--- config.mk ---
export PLATFORM = sky130hd
export DESIGN_NAME = cam_update_ctrl
export DESIGN_NICKNAME = d
export VERILOG_FILES = /design/src/rtl/cam_update_ctrl_pkg.sv /design/src/rtl/cam_update_ctrl_prio_enc.sv /design/src/rtl/cam_update_ctrl.sv
export SDC_FILE = /design/constraint.sdc
export NUM_CORES = 1
export LEC_CHECK = 0
export ABC_AREA = 1
export CAP_MARGIN = 20
export CORE_MARGIN = 2
export CORE_UTILIZATION = 35
export DETAILED_ROUTE_END_ITERATION = 7
export PLACE_DENSITY = 0.7
export SYNTH_ARGS = -nofsm -noshare
export SYNTH_HDL_FRONTEND = slang
export SYNTH_SLANG_ARGS = --single-unit
export TNS_END_PERCENT = 30
--- constraint.sdc ---
create_clock -name clk -period 5.25 [get_ports clk]
set_input_delay 1.05 -clock clk [delete_from_list [all_inputs] [get_ports clk]]
set_output_delay 1.05 -clock clk [all_outputs]
set_load 0.01 [all_outputs]
--- src/rtl/cam_update_ctrl_pkg.sv ---
// Shared definitions for the CAM update controller: the command opcode.
package cam_update_ctrl_pkg;

  typedef enum logic [1:0] {
    INSERT     = 2'd0,
    INVALIDATE = 2'd1,
    FLUSH      = 2'd2
  } cam_op_t;

endpackage

--- src/rtl/cam_update_ctrl_prio_enc.sv ---
// Lowest-index priority encoder: reports the first set bit of req and whether any bit is set.
module cam_update_ctrl_prio_enc #(
  parameter int N = 4,
  parameter int W = 2
) (
  input  logic [N-1:0] req,
  output logic [W-1:0] idx,
  output logic         found
);

  always_comb begin
    idx   = '0;
    found = 1'b0;
    // Scan downwards so the lowest set bit is the last one written.
    for (int i = N - 1; i >= 0; i--) begin
      if (req[i]) begin
        idx   = W'(i);
        found = 1'b1;
      end
    end
  end

endmodule

--- src/rtl/cam_update_ctrl.sv ---
// CAM update controller: probes the CAM before every insert/invalidate, picks a victim
// slot on insert misses, sequences flushes and tracks a shadow copy of the valid bits.
module cam_update_ctrl
  import cam_update_ctrl_pkg::*;
#(
  parameter int NUM_ENTRIES = 4,
  parameter int KEY_WIDTH   = 32,
  parameter int INDEX_WIDTH = $clog2(NUM_ENTRIES)
) (
  input  logic                   clk,
  input  logic                   reset,
  // Command channel: a command transfers on a cycle with req_valid && req_ready;
  // req_ready is only high in IDLE, so at most one command is ever in flight.
  input  logic                   req_valid,
  output logic                   req_ready,
  input  logic [1:0]             req_op,
  input  logic [KEY_WIDTH-1:0]   req_key,
  output logic [KEY_WIDTH-1:0]   lookup_key,
  input  logic                   lookup_hit,
  input  logic [INDEX_WIDTH-1:0] lookup_idx,
  output logic                   update_en,
  output logic [KEY_WIDTH-1:0]   update_key,
  output logic [INDEX_WIDTH-1:0] update_idx,
  output logic                   update_valid,
  output logic                   done_valid,
  output logic                   done_hit,
  output logic [INDEX_WIDTH-1:0] done_idx,
  output logic [INDEX_WIDTH:0]   num_valid
);

  typedef enum logic [1:0] {
    S_IDLE  = 2'd0,
    S_PROBE = 2'd1,
    S_WRITE = 2'd2,
    S_FLUSH = 2'd3
  } state_t;

  state_t                 state_q, state_d;
  cam_op_t                op_q, op_d;
  logic [KEY_WIDTH-1:0]   key_q, key_d;
  logic [INDEX_WIDTH-1:0] tgt_q, tgt_d;
  logic                   evict_q, evict_d;
  logic [INDEX_WIDTH-1:0] rr_q, rr_d;
  logic [INDEX_WIDTH-1:0] fidx_q, fidx_d;
  logic [NUM_ENTRIES-1:0] valid_q, valid_d;
  logic [INDEX_WIDTH:0]   cnt_q, cnt_d;

  logic [INDEX_WIDTH-1:0] free_idx;
  logic                   free_found;

  cam_update_ctrl_prio_enc #(
    .N (NUM_ENTRIES),
    .W (INDEX_WIDTH)
  ) u_free_enc (
    .req   (~valid_q),
    .idx   (free_idx),
    .found (free_found)
  );

  always_comb begin
    state_d      = state_q;
    op_d         = op_q;
    key_d        = key_q;
    tgt_d        = tgt_q;
    evict_d      = evict_q;
    rr_d         = rr_q;
    fidx_d       = fidx_q;
    valid_d      = valid_q;
    cnt_d        = cnt_q;
    req_ready    = 1'b0;
    lookup_key   = key_q;
    update_en    = 1'b0;
    update_key   = '0;
    update_idx   = '0;
    update_valid = 1'b0;
    done_valid   = 1'b0;
    done_hit     = 1'b0;
    done_idx     = '0;

    case (state_q)
      S_IDLE: begin
        req_ready = 1'b1;
        if (req_valid) begin
          op_d    = cam_op_t'(req_op);
          key_d   = req_key;
          fidx_d  = '0;
          state_d = (cam_op_t'(req_op) == FLUSH) ? S_FLUSH : S_PROBE;
        end
      end

      S_PROBE: begin
        if (op_q == INSERT) begin
          if (lookup_hit) begin
            done_valid = 1'b1;
            done_hit   = 1'b1;
            done_idx   = lookup_idx;
            state_d    = S_IDLE;
          end else begin
            // Prefer an empty slot; only evict the round-robin slot when the table is full.
            tgt_d   = free_found ? free_idx : rr_q;
            evict_d = !free_found;
            state_d = S_WRITE;
          end
        end else if (lookup_hit) begin
          tgt_d   = lookup_idx;
          evict_d = 1'b0;
          state_d = S_WRITE;
        end else begin
          done_valid = 1'b1;
          state_d    = S_IDLE;
        end
      end

      S_WRITE: begin
        update_en    = 1'b1;
        update_idx   = tgt_q;
        update_key   = key_q;
        update_valid = (op_q == INSERT);
        done_valid   = 1'b1;
        done_hit     = (op_q != INSERT);
        done_idx     = tgt_q;
        if (evict_q) begin
          rr_d = rr_q + INDEX_WIDTH'(1);
        end
        state_d = S_IDLE;
      end

      S_FLUSH: begin
        update_en  = 1'b1;
        update_idx = fidx_q;
        if (fidx_q == INDEX_WIDTH'(NUM_ENTRIES - 1)) begin
          done_valid = 1'b1;
          state_d    = S_IDLE;
        end else begin
          fidx_d = fidx_q + INDEX_WIDTH'(1);
        end
      end

      default: state_d = S_IDLE;
    endcase

    // Shadow valid bits and occupancy follow every CAM write.
    if (update_en) begin
      valid_d[update_idx] = update_valid;
      if (update_valid && !valid_q[update_idx]) begin
        cnt_d = cnt_q + (INDEX_WIDTH + 1)'(1);
      end else if (!update_valid && valid_q[update_idx]) begin
        cnt_d = cnt_q - (INDEX_WIDTH + 1)'(1);
      end
    end

    // A reset cycle aborts whatever is in flight: no write and no completion escape.
    if (reset) begin
      req_ready    = 1'b0;
      update_en    = 1'b0;
      update_valid = 1'b0;
      done_valid   = 1'b0;
      done_hit     = 1'b0;
      done_idx     = '0;
    end
  end

  always_ff @(posedge clk) begin
    if (reset) begin
      state_q <= S_IDLE;
      op_q    <= INSERT;
      key_q   <= '0;
      tgt_q   <= '0;
      evict_q <= 1'b0;
      rr_q    <= '0;
      fidx_q  <= '0;
      valid_q <= '0;
      cnt_q   <= '0;
    end else begin
      state_q <= state_d;
      op_q    <= op_d;
      key_q   <= key_d;
      tgt_q   <= tgt_d;
      evict_q <= evict_d;
      rr_q    <= rr_d;
      fidx_q  <= fidx_d;
      valid_q <= valid_d;
      cnt_q   <= cnt_d;
    end
  end

  assign num_valid = cnt_q;

endmodule

Word-level counts from Yosys, hierarchy flattened
Index checks and enable logic that the tools add are counted.
{"block": "word_totals", "regBits": 50, "in_bits": 40, "output_inout_bits": 76, "elab_cells": 97}
{"block": "classes", "n_addsub": 4, "order_cmp": 2, "eq_ne": 9, "mux": 53, "bitwise": 1, "reduce_logical": 19}
{"op": "two-way mux 2 bit", "count": 19}
{"op": "two-way mux 32 bit", "count": 1}
{"op": "two-way mux 1 bit", "count": 22}
{"op": "case mux 2 bit (2 select lines)", "count": 3}
{"op": "== test 2 bit, second input constant", "count": 4}
{"op": "inequality test 2 bit, second input constant", "count": 4}
{"op": "case mux 2 bit (4 select lines)", "count": 1}
{"op": "AND reduction 2 bit", "count": 4}
{"op": "nonzero test 2 bit", "count": 4}
{"op": "two-way mux 3 bit", "count": 2}
{"op": "AND reduction 3 bit", "count": 2}
{"op": "adder 2 x 1 -> 2 bit, second input constant", "count": 2}
{"op": "bitwise mux 4 bit", "count": 1}
{"op": "logical NOT 2 bit", "count": 2}
{"op": "inverter 4 bit", "count": 1}
{"op": "adder 3 x 1 -> 3 bit, second input constant", "count": 1}
{"op": "logical AND 1 bit", "count": 3}
{"op": "logical NOT 1 bit", "count": 3}
{"op": "< comparator 2 x 3 -> 1 bit, second input constant", "count": 1}
{"op": "case mux 1 bit (3 select lines)", "count": 1}
{"op": "subtractor 3 x 1 -> 3 bit, second input constant", "count": 1}
{"op": "binary-select mux 1 bit (select 2 bit)", "count": 1}
{"op": "demux 1 bit (select 2 bit)", "count": 1}
{"op": "== test 2 x 1 -> 1 bit, second input constant", "count": 1}
{"op": "3 further kinds", "count": 3}

Logic depth before layout (Yosys ltp)
{"block": "depth", "ltp_word": 8, "mapped_depth": 19, "mapped_depth_nobuf": 18}

Modules after synthesis
From an unflattened synthesis, not the netlist that was laid out.
{"block": "hier_totals", "cells_unflattened": 383, "hier_area_um2": 2620.0}
{"module": "cam_update_ctrl", "n_inst": 1, "cells_per_inst": 375, "area_per_inst_um2": 2583.7, "seq_area_each_um2": 1001.0}
{"module": "cam_update_ctrl_prio_enc", "n_inst": 1, "cells_per_inst": 8, "area_per_inst_um2": 36.3, "seq_area_each_um2": 0.0}

Least setup slack after synthesis
No wires, ideal clock.
{"block": "synth_timing", "kind": "input port to output port", "from": "input lookup_hit", "to": "output done_valid", "arrival_time_ps": 1744, "required_time_ps": 4200, "slack_ps": 2456, "cell_stages": 4, "n_path_buf": 0, "cell_sequence": "ha_1 nor2_1 a211oi_1 nor3_1"}
{"block": "synth_between", "elab_chain_cells": 4, "word_cells_on_any_way": 5, "cone_classes": "mux (5)"}
{"element": "start, declared", "line_no": "cam_update_ctrl.sv:19", "source": "input logic lookup_hit,"}
{"element": "two-way mux 1 bit, on equally long branches", "line_no": "cam_update_ctrl.sv:104, cam_update_ctrl.sv:93"}
{"element": "two-way mux 1 bit *", "line_no": "cam_update_ctrl.sv:92", "source": "if (op_q == INSERT) begin"}
{"element": "case mux 1 bit (3 select lines) *", "line_no": "cam_update_ctrl.sv:80", "source": "case (state_q)"}
{"element": "two-way mux 1 bit *", "line_no": "cam_update_ctrl.sv:153", "source": "if (reset) begin"}
{"element": "end, declared", "line_no": "cam_update_ctrl.sv:25", "source": "output logic done_valid,"}
Every way passes the cells marked *; elsewhere a longest branch is shown, timed or not.

Final worst setup path
Same ends and word-level chain as after synthesis.

==> results.txt <==
GRT Overall Usage = 0.163
CTS resizes = 0
Antenna diodes = 0
Non-filler cells, final = 583
Placeable Area = 0.00714 mm²
Post-CTS Hold Fix Bufs = 0
Synth unique cells = 27
Crit path arrival time = 2710 ps
Post-DP HPWL = 4940 µm
Post-CTS Setup Inserts = 0
Starting density of the core = 0.356
TNS Setup = 0 ps
Avg Cell Area, Syn = 6.80 µm²
Placed insts = 575
Total gr overflow = 0
Commonest non-fill, non-tap cell in the layout = clkdlybuf4s50_1
Area Growth Syn to Fin = 51.5%
Syn Nets = 424
P_leak = 1.77 nW
Clock latency on the worst-skew pair = 290 ps
Ys flop type = dfxtp_1
Drt pass-1 iters = 4
Commonest cells after routing, fill and taps aside = clkdlybuf4s50_1, nor2_1, nand2_1
Overall Power = 1.31 mW
Hold Fails Final Rpt = 0
Cell taking the most area after synthesis = dfxtp_1
CTS Buf Count = 5
Number of global-route vias before repair = 2,287
Clock Skew = 4.94 ps
Full die area = 0.00797 mm²
CP Max Fanout = 3
Ys Warns = 0
Actual slew at the worst max-slew pin = 593 ps
Fmax = 266 MHz
Top-area cell type share of the netlist area = 0.394
Pin count of the biggest net entering global routing = 48
Number of flops mapped to enable cells by yosys = 0
Headroom to the max-slew limit = 0.604
Clk buf depth = 2
Final Cycle Share = 0.716
Max-cap violations = 0
Clock sinks = 50
H-tree depth = 2
Worst hold path type = reg2reg
Initial antenna violation count = 0
CP required = 4200 ps
I/O Buffers = 115
Pins Over Slew Limit = 0
Core Rows = 31
Final nets = 533
Die W = 89.3 µm
Total number of vias = 2,600
Power Density = 341 mW/mm²
Minimum clock period = 3760 ps
Startpoint Class = primary input
Number of routed nets with antenna violations = 0
Setup violations, final = 0
First-pass GRT wire length = 10,300 µm
Final wirelength = 6530 µm
Post-synthesis sequential area ratio = 0.394
Setup WS pre-CTS = 1490 ps
CTS tree = built
Worst setup EP type = primary output
Syn Inst Count = 374
RD Place Congestion = 0.824
Fraction of registers with async set/reset = 0
Clk root buf = clkbuf_8
Vias/cell = 4.46
Mapped Area = 0.00254 mm²
Io pins = 116
RSZ-0062 raised after global routing = no
Reg clk slew, reported paths = 80 ps
Die height = 89.3 µm
Routed WL per cell = 11.2 µm
Layout cells sized above 1 = 0.0537
Detailed-route DRC error count = 0
Detailed Route Iter0 Violations = 65
Status = finished clean
Fin worst setup slack = 1490 ps
Synth top area cells = dfxtp_1, nor2_1, nand2_1
Flops & latches, synth = 50
CP Class = in2out
VDD IR max = 0.176 mV
[metal layers]
layer	up-vias	share of wire	global-route usage
met5	-	0	0
met4	0	0.0069	0.0244
met3	5	0.066	0.0323
met2	84	0.46	0.300
met1	1148	0.46	0.198
li1	1363	-	-
[per-stage QoR]
step                      hold WS (ps)  instance area [µm²]  utilization
final                              483                 3850        0.540
after CTS                          487                 3850        0.540
after detailed placement           473                 3750        0.525
after floorplan                    444                 2540            -
after global routing               519                 3850        0.540
after global placement             467                 3750        0.525
[cell type report]
class	instances	area [µm²]
well taps	99	124
fillers	736	3280
flip-flops and latches	50	1000
inverters	59	224
clock inverters	1	30.0
repair buffers	118	1170
multi-input cells	249	1230
clock buffers	7	76.3
[final timing paths]
| check | startpoint | to | slack [ps] | depth (start not counted) |
|---|---|---|---|---|
| max | lookup_hit | done_valid | 1490 | 6 |
| max reg2reg | state_q[0] | num_valid[2] | 2350 | 17 |
| min reg2reg | rr_q[1] | rr_q[1] | 480 | 2 |
| min | rr_q[1] | rr_q[1] | 480 | 2 |
[worst max-delay path: stages]
cell and delay [ps]:
clkdlybuf4s50_1 450, ha_1 330, nor2_1 110, a211oi_1 50, nor3_1 150, clkdlybuf4s50_1 570
[kinds of logic (layout without fill, tap and decap cells)]
kind of cell | count (synthesis) | in the layout | synth area share
compound gates | 62 | 62 | 0.125
fa+ha+maj | 10 | 10 | 0.0521
buf+inv | 75 | 185 | 0.124
flops | 50 | 50 | 0.394
simple gates | 177 | 177 | 0.304
[registers in the layout, indices dropped and copies added (netlist names)]
| register | flops |
|---|---|
| num_valid | 3 |
| fidx_q | 2 |
| lookup_key | 32 |
| valid_q | 4 |
| rr_q | 2 |
| tgt_q | 2 |
| evict_q | 1 |
| op_q | 2 |
| state_q | 2 |
[power breakdown]
| group | leakage (nW) | switching [mW] | internal [mW] |
|---|---|---|---|
| combinational | 1.31 | 0.288 | 0.255 |
| sequential | 0.412 | 0.0572 | 0.453 |
| clock | 0.0524 | 0.119 | 0.143 |
[synthesized netlist by cell type, types with 5 or more instances]
cell type,number
inv_1,54
nor3_1,5
nor2_1,86
buf_2,8
o21ai_1,5
o21ai_0,40
ha_1,9
nand2_1,64
dfxtp_1,50
a21oi_1,14
nand3_1,7
(Power assumes the default switching activity.)
